File: src/rtl/pipe_hazard_ctrl.sv
// Stall/flush controller for the six-stage pipeline (IF, ID, EX1, EX2, MEM, WB).
// Resolves memory wait-states, EX2 branch redirect and load-use hazards; keeps a watchdog and stall counter.
module pipe_hazard_ctrl #(
  parameter int unsigned WAIT_MAX = 255,
  parameter int unsigned CNT_W    = 16
) (
  input  logic             clk,
  input  logic             rst,
  input  logic [3:0]       id_rs1,
  input  logic [3:0]       id_rs2,
  input  logic             id_rs1_used,
  input  logic             id_rs2_used,
  input  logic [3:0]       ex1_rd,
  input  logic             ex1_is_load,
  input  logic [3:0]       ex2_rd,
  input  logic             ex2_is_load,
  input  logic             ex2_branch_taken,
  input  logic             mem_req,
  input  logic             mem_ready,
  output logic             pc_en,
  output logic             if_id_en,
  output logic             id_ex1_en,
  output logic             ex1_ex2_en,
  output logic             ex2_mem_en,
  output logic             mem_wb_en,
  output logic             if_id_flush,
  output logic             id_ex1_flush,
  output logic             ex1_ex2_flush,
  output logic             mem_wb_bubble,
  output logic [CNT_W-1:0] stall_count,
  output logic             mem_timeout,
  output logic             state_o
);

  localparam logic [0:0]  ST_RUN      = 1'b0;
  localparam logic [0:0]  ST_MEM_WAIT = 1'b1;
  localparam logic [15:0] WAIT_TOP    = 16'(WAIT_MAX);
  localparam logic [15:0] WAIT_LAST   = 16'(WAIT_MAX - 1);

  logic [0:0]  state;
  logic [15:0] wait_cnt;
  logic        rs1_hit;
  logic        rs2_hit;
  logic        luse;
  logic        memstall;

  // r0 is hardwired zero, so a load targeting it can never feed a consumer.
  assign rs1_hit = (id_rs1 != 4'd0) &&
                   ((ex1_is_load && (ex1_rd == id_rs1)) || (ex2_is_load && (ex2_rd == id_rs1)));
  assign rs2_hit = (id_rs2 != 4'd0) &&
                   ((ex1_is_load && (ex1_rd == id_rs2)) || (ex2_is_load && (ex2_rd == id_rs2)));
  assign luse     = (id_rs1_used && rs1_hit) || (id_rs2_used && rs2_hit);
  assign memstall = mem_req && !mem_ready;
  assign state_o  = state;

  // NOTE: every output gets a default first so no path through the priority chain infers a latch.
  always_comb begin
    pc_en         = 1'b1;
    if_id_en      = 1'b1;
    id_ex1_en     = 1'b1;
    ex1_ex2_en    = 1'b1;
    ex2_mem_en    = 1'b1;
    mem_wb_en     = 1'b1;
    if_id_flush   = 1'b0;
    id_ex1_flush  = 1'b0;
    ex1_ex2_flush = 1'b0;
    mem_wb_bubble = 1'b0;
    if (!rst) begin
      {pc_en, if_id_en, id_ex1_en, ex1_ex2_en, ex2_mem_en, mem_wb_en} = 6'b000000;
      {if_id_flush, id_ex1_flush, ex1_ex2_flush, mem_wb_bubble}     = 4'b1111;
    end else if (memstall) begin
      // Whole pipe freezes; WB retires a NOP while MEM waits.
      {pc_en, if_id_en, id_ex1_en, ex1_ex2_en, ex2_mem_en, mem_wb_en} = 6'b000000;
      mem_wb_bubble = 1'b1;
    end else if (ex2_branch_taken) begin
      if_id_flush   = 1'b1;
      id_ex1_flush  = 1'b1;
      ex1_ex2_flush = 1'b1;
    end else if (luse) begin
      pc_en        = 1'b0;
      if_id_en     = 1'b0;
      id_ex1_flush = 1'b1;
    end
  end

  // NOTE: sequential state uses non-blocking assignments so all registers update from pre-edge values.
  always_ff @(posedge clk) begin
    if (!rst) begin
      state       <= ST_RUN;
      wait_cnt    <= 16'd0;
      stall_count <= '0;
      mem_timeout <= 1'b0;
    end else begin
      state <= memstall ? ST_MEM_WAIT : ST_RUN;
      if (memstall) begin
        if (wait_cnt != WAIT_TOP) wait_cnt <= wait_cnt + 16'd1;
        // The entry cycle counts as the first wait cycle, so WAIT_MAX stalled edges trip the watchdog.
        if (wait_cnt == WAIT_LAST) mem_timeout <= 1'b1;
      end else begin
        wait_cnt <= 16'd0;
      end
      if (!pc_en && (stall_count != {CNT_W{1'b1}})) stall_count <= stall_count + CNT_W'(1);
    end
  end

endmodule

File: config.mk
export PLATFORM = sky130hd
export DESIGN_NAME = pipe_hazard_ctrl
export DESIGN_NICKNAME = d
export VERILOG_FILES = /design/src/rtl/pipe_hazard_ctrl.sv
export SDC_FILE = /design/constraint.sdc
export NUM_CORES = 1
export LEC_CHECK = 0
export BUFFER_PORTS_ARGS = -buffer_cell sky130_fd_sc_hd__buf_2
export CAP_MARGIN = 5
export CORE_ASPECT_RATIO = 0.8
export CORE_MARGIN = 5
export CORE_UTILIZATION = 30
export CTS_CLUSTER_DIAMETER = 50
export DETAILED_ROUTE_END_ITERATION = 8
export PLACE_DENSITY = 0.48
export RECOVER_POWER = 100
export SLEW_MARGIN = 5
export SYNTH_ARGS = -nofsm -noshare
export SYNTH_HDL_FRONTEND = slang
export SYNTH_SLANG_ARGS = --single-unit
File: constraint.sdc
create_clock -name clk -period 4 [get_ports clk]
set_input_delay 0.6 -clock clk [delete_from_list [all_inputs] [get_ports clk]]
set_output_delay 0.6 -clock clk [all_outputs]
set_load 0.05 [all_outputs]
==> results.json, run 1 <==
{
  "outcome": "complete, no violations",
  "critical_path.max_fanout": 16,
  "met1_length_microns": 2290,
  "p_per_area_mw_per_mm2": 320,
  "final_antenna_net_count": 0,
  "clock_path_buffers": 2,
  "die_area_sq_mm": 0.00787,
  "fin_worst_skew_ns": 0.00737,
  "synthCells": 226,
  "antenna_found_initial": 0,
  "hold_viol": 0,
  "syn_to_final_growth_pct": 17.9,
  "top_layer_used": "met4",
  "grt_setup_unrepaired": "false",
  "gp_congestion": 0.758,
  "drive_gt1_share_pct": 10.9,
  "yosys_register_bits": 34,
  "grt_remaining_overflow": 0,
  "fmax_ghz": 0.332,
  "io_buffers": 52,
  "post-route-util_pct": 36.6,
  "drtPass1Iterations": 4,
  "h-tree-depth": 2,
  "wl_met3_microns": 218,
  "postCtsSetupRepairBufs": 0,
  "clk_pin_slew_ns": 0.07,
  "globalRouteTotalUtil_pct": 11.7,
  "period_share_pct": 75.4,
  "syn_area_sq_mm": 0.00186,
  "synthArstFlopShare_pct": 0,
  "p_leak_nw": 0.781,
  "tightest_slew_ns": 0.685,
  "dr_wl_met2_microns": 1930,
  "layout.cells.most_common": "dfxtp_1",
  "core_area_sq_mm": 0.00597,
  "nets": 304,
  "dp_hpwl_microns": 3390,
  "vias": 1714,
  "drtIter0Drc": 84,
  "root_buffer": "clkbuf_8",
  "cp_data_arrival_time_ns": 2.41,
  "path_class": "in2out",
  "cts_hold_buffers": 0,
  "first_global_vias": 1539,
  "wl_per_cell_microns": 12.5,
  "tns_ns": 0,
  "synth.yosys.warnings": 0,
  "timing.slew.headroom_pct": 54.3,
  "r2r_cells": 7,
  "die-width_microns": 98.0,
  "required_ns": 3.40,
  "cts-resized-gates": 0,
  "viasPerCell": 4.81,
  "synth.avg_cell_area_sq_um": 8.22,
  "synth.distinct_cells": 35,
  "period_minus_slack_ns": 3.01,
  "synth_edf_count": 0,
  "totalWireLength_microns": 4450,
  "max_cap_viol_count": 0,
  "drc_errors": 0,
  "ys_seq_area_share_pct": 36.7,
  "grt_pass1_wl_microns": 7390,
  "cts_buffers": 5,
  "hold_depth": 2,
  "crit_path_end_kind": "output pin",
  "syn-num-nets": 254,
  "clock-sinks": 34,
  "pin_count": 53,
  "ir_worst_vdd_mv": 0.129,
  "rows": 25,
  "insertedDiodeCount": 0,
  "clock_latency_ns": 0.27,
  "finalSetupViolCount": 0,
  "final_cell_mix": "34 x dfxtp_1, 31 x clkbuf_1, 23 x nor2_1",
  "grt_max_degree": 25,
  "cts_tree": "done",
  "cp-start-kind": "input port",
  "start_util_pct": 31.1,
  "synth_flop_cell": "dfxtp_1",
  "holdCritPathClass": "reg2reg",
  "fp.dieH_microns": 80.4,
  "slew_viol_final": 0
}
metal layers:
metal,vias to the layer above,GRT usage [%]
li1,897,-
met1,785,15.7
met2,30,17.6
met3,2,3.73
met4,0,3.73
met5,-,0
through the flow:
stage / hold slack, ns / power, mW / cell area, sq um / cells / setup WS, ns
floorplan: 0.449 / 0.441 / 1860 / 226 / 0.389
CTS: 0.488 / 0.718 / 2240 / 356 / 1.34
finish: 0.485 / 0.701 / 2190 / 356 / 0.986
global route: 0.516 / 0.742 / 2190 / 356 / 0.723
detailed placement: 0.479 / 0.471 / 2160 / 350 / 1.35
global placement: 0.480 / 0.472 / 2160 / 350 / 1.32
power breakdown:
group	switching, mW	total, mW	leakage, nW	internal (mW)
sequential	0.00499	0.348	0.274	0.343
clock	0.110	0.243	0.0431	0.133
combinational	0.0800	0.110	0.463	0.0303
total	0.195	0.701	0.781	0.506
cell families (layout without fill, tap and decap cells):
kind of cell	count (synthesis)	in the layout	share of synthesized area (%)
fa+ha+maj	3	3	2.02
flops	34	34	36.7
compound gates	47	47	16.4
xor+xnor	28	28	13.2
mux	2	2	1.08
buf+inv	21	70	5.93
simple gates	91	91	24.7
synth_stat cells, types with 7 or more instances:
cell | number | area, sq um
a21oi_1 | 15 | 75.1
dfxtp_1 | 34 | 681
inv_1 | 11 | 41.3
nand2_1 | 19 | 71.3
nand3_1 | 12 | 60.1
nand4_1 | 7 | 43.8
nor2_1 | 23 | 86.3
o21ai_0 | 10 | 50.1
o31ai_1 | 7 | 52.6
or4_1 | 9 | 67.6
xnor2_1 | 7 | 61.3
xor2_1 | 21 | 184
flip-flops by register name, indices dropped and copies added, names as in the netlist:
signal and cells:
wait_cnt 16, mem_timeout 1, stall_count 16, state_o 1
final timing paths:
check	start	endpoint	slack, ns
worst max-delay path	rst	if_id_en	0.99
worst min-delay path	stall_count[10]	stall_count[10]	0.49
worst max register to register	stall_count[6]	stall_count[4]	1.51
worst min register to register	stall_count[10]	stall_count[10]	0.49
worst max-delay path: stages:
cell      delay [ns]
clkbuf_1        0.29
inv_1           0.34
nor2_1          0.41
inv_1           0.12
nor2_1          0.16
clkbuf_1        0.48
area by class of cell:
type | count | area (sq um)
Multi-Input combinational cell | 171 | 1060
Tap cell | 81 | 101
Inverter | 11 | 41.3
Sequential cell | 34 | 681
Timing Repair Buffer | 53 | 226
Clock buffer | 6 | 82.6
Fill cell | 648 | 3780
No activity file was read; power rests on OpenSTA's default activity.
==> run 2: changes to the inputs <==
==> constraint.sdc (replaced) <==
create_clock -name clk -period 2.78 [get_ports clk]
set_input_delay 0.417 -clock clk [delete_from_list [all_inputs] [get_ports clk]]
set_output_delay 0.417 -clock clk [all_outputs]
set_load 0.05 [all_outputs]
==> results.json, run 2 (same netlist as run 1, synthesis figures left out) <==
{
  "clock_latency_ns": 0.28,
  "grtUsageMet2_pct": 18.2,
  "final_cell_mix": "34 x dfxtp_1, 29 x clkbuf_1, 23 x buf_2",
  "ir_worst_vdd_mv": 0.171,
  "io_buffers": 52,
  "globalRouteTotalUtil_pct": 11.7,
  "required_ns": 2.36,
  "fin_worst_skew_ns": 0.00895,
  "critPathSlowestCell": "clkbuf_1",
  "fp.dieH_microns": 80.4,
  "timing.slew.headroom_pct": 58.8,
  "drtIter0Drc": 83,
  "post-route-util_pct": 38.1,
  "path_class": "in2out",
  "tns_ns": 0,
  "clock-sinks": 34,
  "cp-start-kind": "input port",
  "reg_top3": "stall_count x16, wait_cnt x16",
  "r2r_cells": 7,
  "root_buffer": "clkbuf_8",
  "cpPeakStageDelay_ns": 0.29,
  "final_antenna_net_count": 0,
  "die_area_sq_mm": 0.00787,
  "nFillCells": 655,
  "grt_remaining_overflow": 0,
  "max_cap_viol_count": 0,
  "totalWireLength_microns": 4510,
  "crit_path_end_kind": "output pin",
  "core_area_sq_mm": 0.00597,
  "rows": 25,
  "period_minus_slack_ns": 2.36,
  "insertedDiodeCount": 0,
  "met3_usage_pct": 3.47,
  "power_mw": 1.21,
  "tightest_slew_ns": 0.620,
  "syn_to_final_growth_pct": 22.4,
  "period_share_pct": 85.0,
  "dp_slack_ns": 0.417,
  "drc_errors": 0,
  "clock_path_buffers": 2,
  "placed_cell_area_sq_mm": 0.00217,
  "hold_viol": 0,
  "holdCritPathClass": "in2reg",
  "finalSetupViolCount": 0,
  "postCtsSetupRepairBufs": 0,
  "drtPass1Iterations": 4,
  "antenna_found_initial": 0,
  "wl_per_cell_microns": 12.6,
  "layout.cells.most_common": "dfxtp_1",
  "clk_pin_slew_ns": 0.08,
  "grt_setup_unrepaired": "false",
  "critPathTopFamily": "compound AO/OA/AOI/OAI gates",
  "final_area_sq_mm": 0.00227,
  "hold_depth": 3,
  "p_leak_nw": 0.821,
  "slew_viol_final": 0,
  "cp_data_arrival_time_ns": 1.95,
  "grt_max_degree": 25,
  "cp_common_cell": "clkbuf_1",
  "pin_count": 53,
  "critical_path.max_fanout": 4,
  "start_util_pct": 31.1,
  "setup_ws_ns": 0.416,
  "first_global_vias": 1558,
  "cts_tree": "done",
  "fmax_ghz": 0.423,
  "die-width_microns": 98.0,
  "busiest_layer": "met2",
  "cts_buffers": 5,
  "drive_gt1_share_pct": 13.7,
  "cts_hold_buffers": 0,
  "p_per_area_mw_per_mm2": 532,
  "vias": 1698,
  "cp.buffers_inverters": 2,
  "nets": 305,
  "path_cells": "clkbuf_1, xor2_1, nor3_1, nand3_1, a21o_1, a21oi_1, nor2_2, clkbuf_1",
  "h-tree-depth": 2,
  "dp_hpwl_microns": 3480,
  "cts-resized-gates": 0,
  "cp_num_cells": 8,
  "gp_congestion": 0.745,
  "viasPerCell": 4.73,
  "grtUsageMet1_pct": 15.6,
  "grt_pass1_wl_microns": 7510,
  "outcome": "complete, no violations"
}
## run 2: area by class of cell
| class | count | area (sq um) | share of cell area, % |
|---|---|---|---|
| timing repair buffer | 54 | 236 | 10.4 |
| clock buffer | 5 | 68.8 | 3.03 |
| inverter | 11 | 41.3 | 1.82 |
| clock inverter | 3 | 68.8 | 3.03 |
| tap | 81 | 101 | 4.46 |
| sequential | 34 | 681 | 29.9 |
| multi-input combinational | 171 | 1080 | 47.3 |
## run 2: power breakdown
part	internal, mW	switching (mW)
Combinational	0.0473	0.116
Clock	0.359	0.189
Sequential	0.493	0.00681
## run 2: stage by stage
| stage | hold WS (ns) | cells |
|---|---|---|
| 4_1_cts | 0.452 | 359 |
| 3_5_place_dp | 0.473 | 351 |
| 6_report | 0.455 | 359 |
| 3_3_place_gp | 0.474 | 351 |
| 2_1_floorplan | 0.449 | 226 |
| 5_1_grt | 0.474 | 359 |
## run 2: worst register-to-register path, stage by stage, from the launching register on
cell and delay [ns]:
dfxtp_1 0.33, or4_1 0.53, nor2_1 0.28, nand2_1 0.28, and3b_1 0.30, nand4_1 0.11
xor2_1 0.14, nor2_1 0.05
## run 2: path summary, 6_finish.rpt
check | start | end | slack (ns)
min reg2reg | stall_count[10] | stall_count[10] | 0.49
max reg2reg | wait_cnt[12] | wait_cnt[15] | 0.62
max | id_rs1[1] | pc_en | 0.42
min | rst | stall_count[10] | 0.46
## run 2: routing by layer
metal	vias up	wire length (microns)
met5	-	0
met4	0	38
met3	4	201
met2	25	1970
met1	766	2300
li1	903	-
